==> src/rtl/mc_control.sv <==
// Multi-cycle main control FSM: sequences each instruction through fetch/decode/execute
// and drives the datapath mux and enable controls, with memory handshake and traps.
module mc_control #(
    parameter int CNT_W       = 32,
    parameter bit ENABLE_ADDI = 1'b1,
    parameter int MEM_TIMEOUT = 0
) (
    input  logic             clk_i,
    input  logic             rst_i,
    input  logic [5:0]       Op_i,
    input  logic             mem_ready_i,
    output logic             PCWrite_o,
    output logic             PCWriteCond_o,
    output logic             IorD_o,
    output logic             MemRead_o,
    output logic             MemWrite_o,
    output logic             IRWrite_o,
    output logic             MemtoReg_o,
    output logic             RegDst_o,
    output logic             RegWrite_o,
    output logic             ALUSrcA_o,
    output logic [1:0]       ALUSrcB_o,
    output logic [1:0]       ALUOp_o,
    output logic [1:0]       PCSrc_o,
    output logic [3:0]       state_o,
    output logic             retire_o,
    output logic             exc_o,
    output logic [1:0]       exc_code_o,
    output logic [CNT_W-1:0] instr_cnt_o
);

    typedef enum logic [3:0] {
        S_FETCH  = 4'd0,  S_DECODE = 4'd1,  S_MEMADR = 4'd2,  S_MEMRD  = 4'd3,
        S_MEMWB  = 4'd4,  S_MEMWR  = 4'd5,  S_EXEC   = 4'd6,  S_ALUWB  = 4'd7,
        S_BRANCH = 4'd8,  S_JUMP   = 4'd9,  S_ADDIEX = 4'd10, S_ADDIWB = 4'd11,
        S_TRAP   = 4'd12
    } state_t;

    localparam logic [5:0] OP_RTYPE = 6'b000000;
    localparam logic [5:0] OP_LW    = 6'b100011;
    localparam logic [5:0] OP_SW    = 6'b101011;
    localparam logic [5:0] OP_BEQ   = 6'b000100;
    localparam logic [5:0] OP_J     = 6'b000010;
    localparam logic [5:0] OP_ADDI  = 6'b001000;

    localparam logic [1:0] CODE_ILLEGAL = 2'd1;
    localparam logic [1:0] CODE_TIMEOUT = 2'd2;

    localparam bit TIMEOUT_EN = (MEM_TIMEOUT > 0);
    localparam int WAIT_W     = TIMEOUT_EN ? $clog2(MEM_TIMEOUT + 1) : 1;
    localparam logic [WAIT_W-1:0] WAIT_MAX = WAIT_W'(MEM_TIMEOUT);

    state_t            state, next_state;
    logic [1:0]        trap_code, next_code;
    logic [WAIT_W-1:0] wait_cnt;
    logic              mem_wait, timeout;

    assign mem_wait = (state == S_FETCH) || (state == S_MEMRD) || (state == S_MEMWR);
    assign timeout  = TIMEOUT_EN && mem_wait && !mem_ready_i && (wait_cnt == WAIT_MAX);

    always_ff @(posedge clk_i) begin
        if (rst_i) begin
            state     <= S_FETCH;
            trap_code <= 2'd0;
        end else begin
            state     <= next_state;
            trap_code <= next_code;
        end
    end

    // Wait counter restarts whenever the FSM changes state, so it only accumulates stall cycles.
    always_ff @(posedge clk_i) begin
        if (rst_i) begin
            wait_cnt    <= '0;
            instr_cnt_o <= '0;
        end else begin
            if (next_state != state)
                wait_cnt <= '0;
            else if (mem_wait && !mem_ready_i)
                wait_cnt <= wait_cnt + 1'b1;
            if (retire_o)
                instr_cnt_o <= instr_cnt_o + 1'b1;
        end
    end

    always_comb begin
        next_state = state;
        next_code  = trap_code;
        case (state)
            S_FETCH: begin
                if (mem_ready_i) next_state = S_DECODE;
                else if (timeout) begin
                    next_state = S_TRAP;
                    next_code  = CODE_TIMEOUT;
                end
            end
            S_DECODE: begin
                if (Op_i == OP_RTYPE)                    next_state = S_EXEC;
                else if (Op_i == OP_LW || Op_i == OP_SW) next_state = S_MEMADR;
                else if (Op_i == OP_BEQ)                 next_state = S_BRANCH;
                else if (Op_i == OP_J)                   next_state = S_JUMP;
                else if (ENABLE_ADDI && Op_i == OP_ADDI) next_state = S_ADDIEX;
                else begin
                    next_state = S_TRAP;
                    next_code  = CODE_ILLEGAL;
                end
            end
            S_MEMADR: next_state = (Op_i == OP_LW) ? S_MEMRD : S_MEMWR;
            S_MEMRD: begin
                if (mem_ready_i) next_state = S_MEMWB;
                else if (timeout) begin
                    next_state = S_TRAP;
                    next_code  = CODE_TIMEOUT;
                end
            end
            S_MEMWR: begin
                if (mem_ready_i) next_state = S_FETCH;
                else if (timeout) begin
                    next_state = S_TRAP;
                    next_code  = CODE_TIMEOUT;
                end
            end
            S_EXEC:   next_state = S_ALUWB;
            S_ADDIEX: next_state = S_ADDIWB;
            default:  next_state = S_FETCH;
        endcase
    end

    // Moore decode; only the fetch IR/PC writes and the store retire look at mem_ready_i.
    always_comb begin
        PCWrite_o     = 1'b0;
        PCWriteCond_o = 1'b0;
        IorD_o        = 1'b0;
        MemRead_o     = 1'b0;
        MemWrite_o    = 1'b0;
        IRWrite_o     = 1'b0;
        MemtoReg_o    = 1'b0;
        RegDst_o      = 1'b0;
        RegWrite_o    = 1'b0;
        ALUSrcA_o     = 1'b0;
        ALUSrcB_o     = 2'd0;
        ALUOp_o       = 2'd0;
        PCSrc_o       = 2'd0;
        retire_o      = 1'b0;
        exc_o         = 1'b0;
        exc_code_o    = 2'd0;
        state_o       = state;
        case (state)
            S_FETCH: begin
                MemRead_o = 1'b1;
                ALUSrcB_o = 2'd1;
                ALUOp_o   = 2'd1;
                IRWrite_o = mem_ready_i;
                PCWrite_o = mem_ready_i;
            end
            S_DECODE: begin
                ALUSrcB_o = 2'd3;
                ALUOp_o   = 2'd1;
            end
            S_MEMADR, S_ADDIEX: begin
                ALUSrcA_o = 1'b1;
                ALUSrcB_o = 2'd2;
                ALUOp_o   = 2'd1;
            end
            S_MEMRD: begin
                MemRead_o = 1'b1;
                IorD_o    = 1'b1;
            end
            S_MEMWB: begin
                RegWrite_o = 1'b1;
                MemtoReg_o = 1'b1;
                retire_o   = 1'b1;
            end
            S_MEMWR: begin
                MemWrite_o = 1'b1;
                IorD_o     = 1'b1;
                retire_o   = mem_ready_i;
            end
            S_EXEC: ALUSrcA_o = 1'b1;
            S_ALUWB: begin
                RegWrite_o = 1'b1;
                RegDst_o   = 1'b1;
                retire_o   = 1'b1;
            end
            S_BRANCH: begin
                ALUSrcA_o     = 1'b1;
                ALUOp_o       = 2'd2;
                PCWriteCond_o = 1'b1;
                PCSrc_o       = 2'd1;
                retire_o      = 1'b1;
            end
            S_JUMP: begin
                PCWrite_o = 1'b1;
                PCSrc_o   = 2'd2;
                retire_o  = 1'b1;
            end
            S_ADDIWB: begin
                RegWrite_o = 1'b1;
                retire_o   = 1'b1;
            end
            S_TRAP: begin
                exc_o      = 1'b1;
                exc_code_o = trap_code;
            end
            default: ;
        endcase
    end

endmodule
==> config.mk <==
export PLATFORM = sky130hd
export DESIGN_NAME = mc_control
export DESIGN_NICKNAME = d
export VERILOG_FILES = /design/src/rtl/mc_control.sv
export SDC_FILE = /design/constraint.sdc
export NUM_CORES = 1
export LEC_CHECK = 0
export CAP_MARGIN = 15
export CELL_PAD_IN_SITES_DETAIL_PLACEMENT = 1
export CELL_PAD_IN_SITES_GLOBAL_PLACEMENT = 2
export CORE_ASPECT_RATIO = 0.9
export CORE_MARGIN = 2
export CORE_UTILIZATION = 27
export DETAILED_ROUTE_END_ITERATION = 12
export PLACE_DENSITY_LB_ADDON = 0.1
export SLEW_MARGIN = 10
export SYNTH_ARGS = -nofsm -noshare
export SYNTH_HDL_FRONTEND = slang
export SYNTH_SLANG_ARGS = --single-unit
==> constraint.sdc <==
create_clock -name clk_i -period 2.4 [get_ports clk_i]
set_input_delay 0.48 -clock clk_i [delete_from_list [all_inputs] [get_ports clk_i]]
set_output_delay 0.48 -clock clk_i [all_outputs]
set_load 0.005 [all_outputs]
==> results.toml, run 1 <==
[timing]
rsz_0062_raised_after_global_routing = "no"
final_max_slew_viol_count = 0
slew-limit-headroom = 0.569
worst_slew_pin_slew_ns = 0.647
timing.final.crit_share = 0.960
setup_viol = 0
report.final.hold_viol_count = 0
timing.fmax_ghz = 0.434
finClkSkew_ns = 0.00693
period_minus_slack_ns = 2.30
setup_slack_ns = 0.0970
timing.setup.tns_ns = 0

[clocking]
cts_num_sinks = 37
clockBufferDepth = 2
post-cts-setup-buffer-count = 0
clock_latency_ns = 0.29
path_clk_slew_ns = 0.08
hold_buffer_count_at_cts = 0
cts_max_level = 2
tritoncts_clock_tree = "built"
cts_inserted_buffers = 5
clk_root_buffer_cell = "clkbuf_8"

[place]
post_dp_cell_area_um2 = 3140
hpwlAfterDp_um = 5060
gp_congestion = 0.773
worst_setup_slack_post_dpl_ns = -0.106
port-buffer-count = 63

[detailed_routing]
drt-initial-drc-count = 73
route.antenna.remaining_nets = 0
vias_per_cell = 5.03
drcViolationCount = 0
routedWlPerCell_um = 14.4
detail_route.first_pass.iterations = 6
routed_wirelength_um = 6920
vias = 2419

[floorplan]
die_width_um = 102
boundaryPins = 65
initial_core_util = 0.276
design.core.area_um2 = 8530
die_boundary_height_um = 92.6
die_area_um2 = 9480
core.rowCount = 32

[synth]
syn_avg_cell_area_um2 = 7.98
synthesis.area_um2 = 2350
edff_count_synth = 0
synthDominantCellAreaShare = 0.315
synthTopCellsByCount = "dfxtp_1, nor2_1, a21oi_1"
cell_types_occupying_the_most_area_after_synthesis = "dfxtp_1, mux2_1, a21oi_1"
yosysSeqAreaShare = 0.315
ys.flop_type = "dfxtp_1"
postSynthCellCount = 295
synth-seq-cells = 37
synthDistinctLibCells = 48
mappedNetlistNets = 305
synth.most_common_cell = "dfxtp_1"
yosysWarningCount = 0
yosys.area.top_type = "dfxtp_1"
asyncSetResetFlopFracSynth = 0

[pwr]
p_sw_frac = 0.283
p_seq_frac = 0.483
static-leakage-power_nw = 1.10
comb_power_share = 0.183
internal_dissipation_uw = 945
power.density_cell_area_nw_per_um2 = 407
total_switching_power_uw = 374
post-layout-total-power_mw = 1.32
max-vdd-ir-drop_mv = 0.238
clockPowerShare = 0.334

[finish]
fillers = 1036
area.growth.synth_to_final_pct = 37.7
nNetsFinal = 371
post_route_cell_area_um2 = 3240
layout.core_utilization = 0.380
insertedDiodeCount = 0
drive_gt1_frac = 0.122

[worst_setup_path]
worst_ep_arrival_time_ns = 1.82
critPathKind = "reg -> out"
cp-end-kind = "output pin"
critical_path.top_delay_family = "simple AND/OR/NAND/NOR gates"
setup_crit_start_kind = "flop"
slowest_stage = "or4b_4"
cp_cell_sequence = "or4b_4, nand4_4, inv_2, clkdlybuf4s50_1"
worst_path_buf_inv = 2
critical_path_data_required_time_ns = 1.92
cp_slowest_stage_delay_ns = 0.57
worstPathMaxFanout = 13

[global_routing]
globalRouteTotalUtil = 0.151
grt_pass1_vias = 2374
grt_pass1_wl_um = 11500
grt_start_max_net_pins = 36
number_of_antenna_violations_at_the_first_check_in_global_routing = 0
grt-ovfl-total = 0

[run_status]
run_status = "finished, final reports clean"

[run]
max_cap_violations = 0

[worst_hold_path]
hold_class = "reg -> reg"
[power by group through the flow]
stage               registers [mW]  clock network [mW]  logic, mW
floorplan                    0.645                   0      0.134
global route                 0.640               0.503      0.268
detailed placement           0.651                   0      0.244
finish                       0.637               0.440      0.241
CTS                          0.637               0.464      0.244
global placement             0.651                   0      0.243
[tightest hold or removal path, delay by kind of cell, from the launching register on]
| kind | cells | cell delay [ns] |
|---|---|---|
| buffers and inverters | 1 | 0.07 |
| AOI/OAI and AO/OA | 1 | 0.06 |
| DFF | 1 | 0.30 |
[cell families (layout without fill, tap and decap cells)]
logic type	Yosys count	after routing	share of synthesized area
xor+xnor	4	4	0.0149
buf+inv	33	100	0.0712
other cells	1	1	0.00159
flops	37	37	0.315
compound gates	58	58	0.156
fa+ha+maj	1	1	0.00532
mux	15	15	0.0728
simple gates	146	146	0.364
[registers in the layout, summed over array words and instances (netlist names)]
name         cells
state_o          4
trap_code        1
instr_cnt_o     32
[stage by stage]
stage          hold slack [ns]  cells
2_1_floorplan            0.433    295
5_1_grt                  0.511    481
3_5_place_dp             0.461    473
4_1_cts                  0.473    481
6_report                 0.470    481
3_3_place_gp             0.452    473
[area by class of cell]
cell class,instances,area [um2],share of cell area
sequential,37,746,0.230
timing repair buffer,83,774,0.239
clock inverter,3,17.5,0.00540
tap,119,149,0.0459
inverter,9,33.8,0.0104
clock buffer,5,68.8,0.0212
multi-input combinational,225,1450,0.448
[placed cells by master, fill, tap and decap left out, types with 2 or more instances in the layout]
master / count
clkdlybuf4s50_1: 61
nand3_1: 12
and4_1: 7
or4_1: 14
nand2_1: 15
mux2_1: 13
o21ai_1: 3
nor4_1: 14
nor2_1: 27
dfxtp_2: 4
o31ai_1: 14
o21ai_0: 6
clkbuf_8: 5
dfxtp_1: 33
nand2b_1: 4
xnor2_1: 2
nor2b_1: 16
a2bb2oi_1: 2
xor2_1: 2
or3_1: 3
inv_1: 8
a21oi_1: 23
buf_4: 20
and3_1: 5
a211oi_1: 3
a211o_1: 2
and2_1: 2
nand4_1: 6
or2_2: 2
nor3_1: 9
clkinv_2: 2
nor3b_1: 2
[worst paths after layout]
| kind | from | slack, ns | endpoint | cells after the start |
|---|---|---|---|---|
| worst max-delay path | state_o[3] | 0.1 | retire_o | 4 |
| worst min-delay path | trap_code[0] | 0.47 | trap_code[0] | 2 |
| worst max register to register | instr_cnt_o[8] | 0.32 | instr_cnt_o[29] | 4 |
| worst min register to register | trap_code[0] | 0.47 | trap_code[0] | 2 |
[repair_timing]
| action | 4_1_cts | 5_1_grt |
|---|---|---|
| setup endpoints to repair | 5 | 7 |
| pin swaps | 0 | 0 |
| resized for setup | 2 | 5 |
| cloned | 0 | 0 |
| endpoints found under the hold margin | 0 | 0 |
[layer usage]
| metal | global-route usage | wire length [um] |
|---|---|---|
| met5 | 0 | 0 |
| met4 | 0.0300 | 31 |
| met3 | 0.0287 | 232 |
| met2 | 0.241 | 3150 |
| met1 | 0.212 | 3500 |
Power figures use the tool's default switching activity.
==> run 2: changes to the inputs <==
Settings changed: CORE_ASPECT_RATIO 0.9 to 2.
==> results.toml, run 2 (synthesis gave the netlist of run 1 again) <==
[worst_setup_path]
timing.critical_path.from = "state_o[1]"
r2r-start = "instr_cnt_o[13]"
cp_cell_sequence = "buf_4, xor2_1, nor2_1, nand2_1, o21ai_0, clkdlybuf4s50_1"
reg2reg_depth = 4
cp-end-kind = "output pin"
worstPathMaxFanout = 12
critical_path_data_required_time_ns = 1.92
reg2reg_setup_slack_ns = 0.35
setup_crit_start_kind = "flop"
critPathKind = "reg -> out"
slowest_stage = "clkdlybuf4s50_1"
cp_slowest_stage_delay_ns = 0.53
worst_ep_arrival_time_ns = 1.78

[clocking]
cts_inserted_buffers = 5
cts_num_sinks = 37
path_clk_slew_ns = 0.05
clockBufferDepth = 2
clk_root_buffer_cell = "clkbuf_16"
hold_buffer_count_at_cts = 0
post-cts-setup-buffer-count = 0
tritoncts_clock_tree = "built"
cts_max_level = 2
clock_latency_ns = 0.28

[place]
port-buffer-count = 63
gp_congestion = 0.755
place.detailed.instances = 460
hpwlAfterDp_um = 5970

[finish]
drive_gt1_frac = 0.128
stdcell_count = 466
largest_register_ffs = 32
leading_cell_type_in_the_layout_fill_and_taps_excluded = "clkdlybuf4s50_1"
largest_register = "instr_cnt_o"
fillers = 1046
nNetsFinal = 377
insertedDiodeCount = 0
layout.cells.most_common_list = "clkdlybuf4s50_1, dfxtp_1, nor2_1"
area.growth.synth_to_final_pct = 40.7

[timing]
rsz_0062_raised_after_global_routing = "no"
finClkSkew_ns = 0.00426
period_minus_slack_ns = 2.26
setup_viol = 0
timing.final.crit_share = 0.942
worst_slew_pin_slew_ns = 0.728
report.final.hold_viol_count = 0
timing.setup.tns_ns = 0
timing.fmax_ghz = 0.442
slew-limit-headroom = 0.514
final_max_slew_viol_count = 0

[run]
max_cap_violations = 0

[detailed_routing]
drcViolationCount = 0
route.antenna.remaining_nets = 0
detail_route.first_pass.iterations = 4
vias_per_cell = 5.42
drt-initial-drc-count = 74
routedWlPerCell_um = 16.6
routed_wirelength_um = 7750
vias = 2527

[floorplan]
design.core.area_um2 = 8530
boundaryPins = 65
die_width_um = 70.0
die_area_um2 = 9520
core.rowCount = 48
die_boundary_height_um = 136
initial_core_util = 0.276

[global_routing]
grt_pass1_wl_um = 12900
grt_pass1_vias = 2620
grt_start_max_net_pins = 45
number_of_antenna_violations_at_the_first_check_in_global_routing = 0
grt-ovfl-total = 0
globalRouteTotalUtil = 0.170

[pwr]
post-layout-total-power_mw = 1.50
static-leakage-power_nw = 1.17
power.density_cell_area_nw_per_um2 = 453
max-vdd-ir-drop_mv = 0.483

[worst_hold_path]
whs_path_depth = 2
min_from = "instr_cnt_o[15]"
hold_class = "reg -> reg"

[run_status]
run_status = "finished, final reports clean"
## run 2: path summary, 6_finish.rpt
check                                        to
worst min register to register  instr_cnt_o[15]
worst max register to register  instr_cnt_o[29]
worst max-delay path                 RegWrite_o
worst min-delay path            instr_cnt_o[15]
## run 2: final cells by class
type / instances / area (um2) / area share
tap: 100 / 125 / 0.0378
timing repair buffer: 89 / 822 / 0.248
clock inverter: 1 / 5.00 / 0.00151
clock buffer: 5 / 125 / 0.0378
multi-input combinational: 225 / 1450 / 0.438
inverter: 9 / 33.8 / 0.0102
sequential: 37 / 751 / 0.227
## run 2: power by group
group / internal [mW] / total [mW] / switching [mW]
Combinational: 0.121 / 0.243 / 0.123
Clock: 0.371 / 0.619 / 0.248
Sequential: 0.622 / 0.638 / 0.0160
## run 2: through the flow
stage	cell area [um2]	hold slack, ns	util	worst slack (ns)
2_1_floorplan	2350	0.433	-	0.601
3_3_place_gp	3170	0.487	0.371	-0.0957
3_5_place_dp	3170	0.496	0.371	-0.114
4_1_cts	3300	0.505	0.387	0.0586
5_1_grt	3310	0.521	0.388	0.00118
6_report	3310	0.496	0.388	0.139
## run 2: repair_timing
action,CTS,global route
endpoints found under the setup margin,10,5
hold endpoints to repair,0,0
resized for setup,7,3
pin swaps,0,0
## run 2: worst max-delay path: cells and delay by family (launching register included)
family | cells | cell delay (ns)
xor gates and xnor gates | 1 | 0.18
and+or+nand+nor | 2 | 0.14
buffers and inverters | 2 | 0.72
AOI/OAI and AO/OA | 1 | 0.08
DFF | 1 | 0.39
## run 2: per-layer routing
layer | part of all wire | GRT usage
met1 | 0.35 | 0.160
met2 | 0.61 | 0.359
met3 | 0.027 | 0.0222
met4 | 0.015 | 0.0545
met5 | 0 | 0
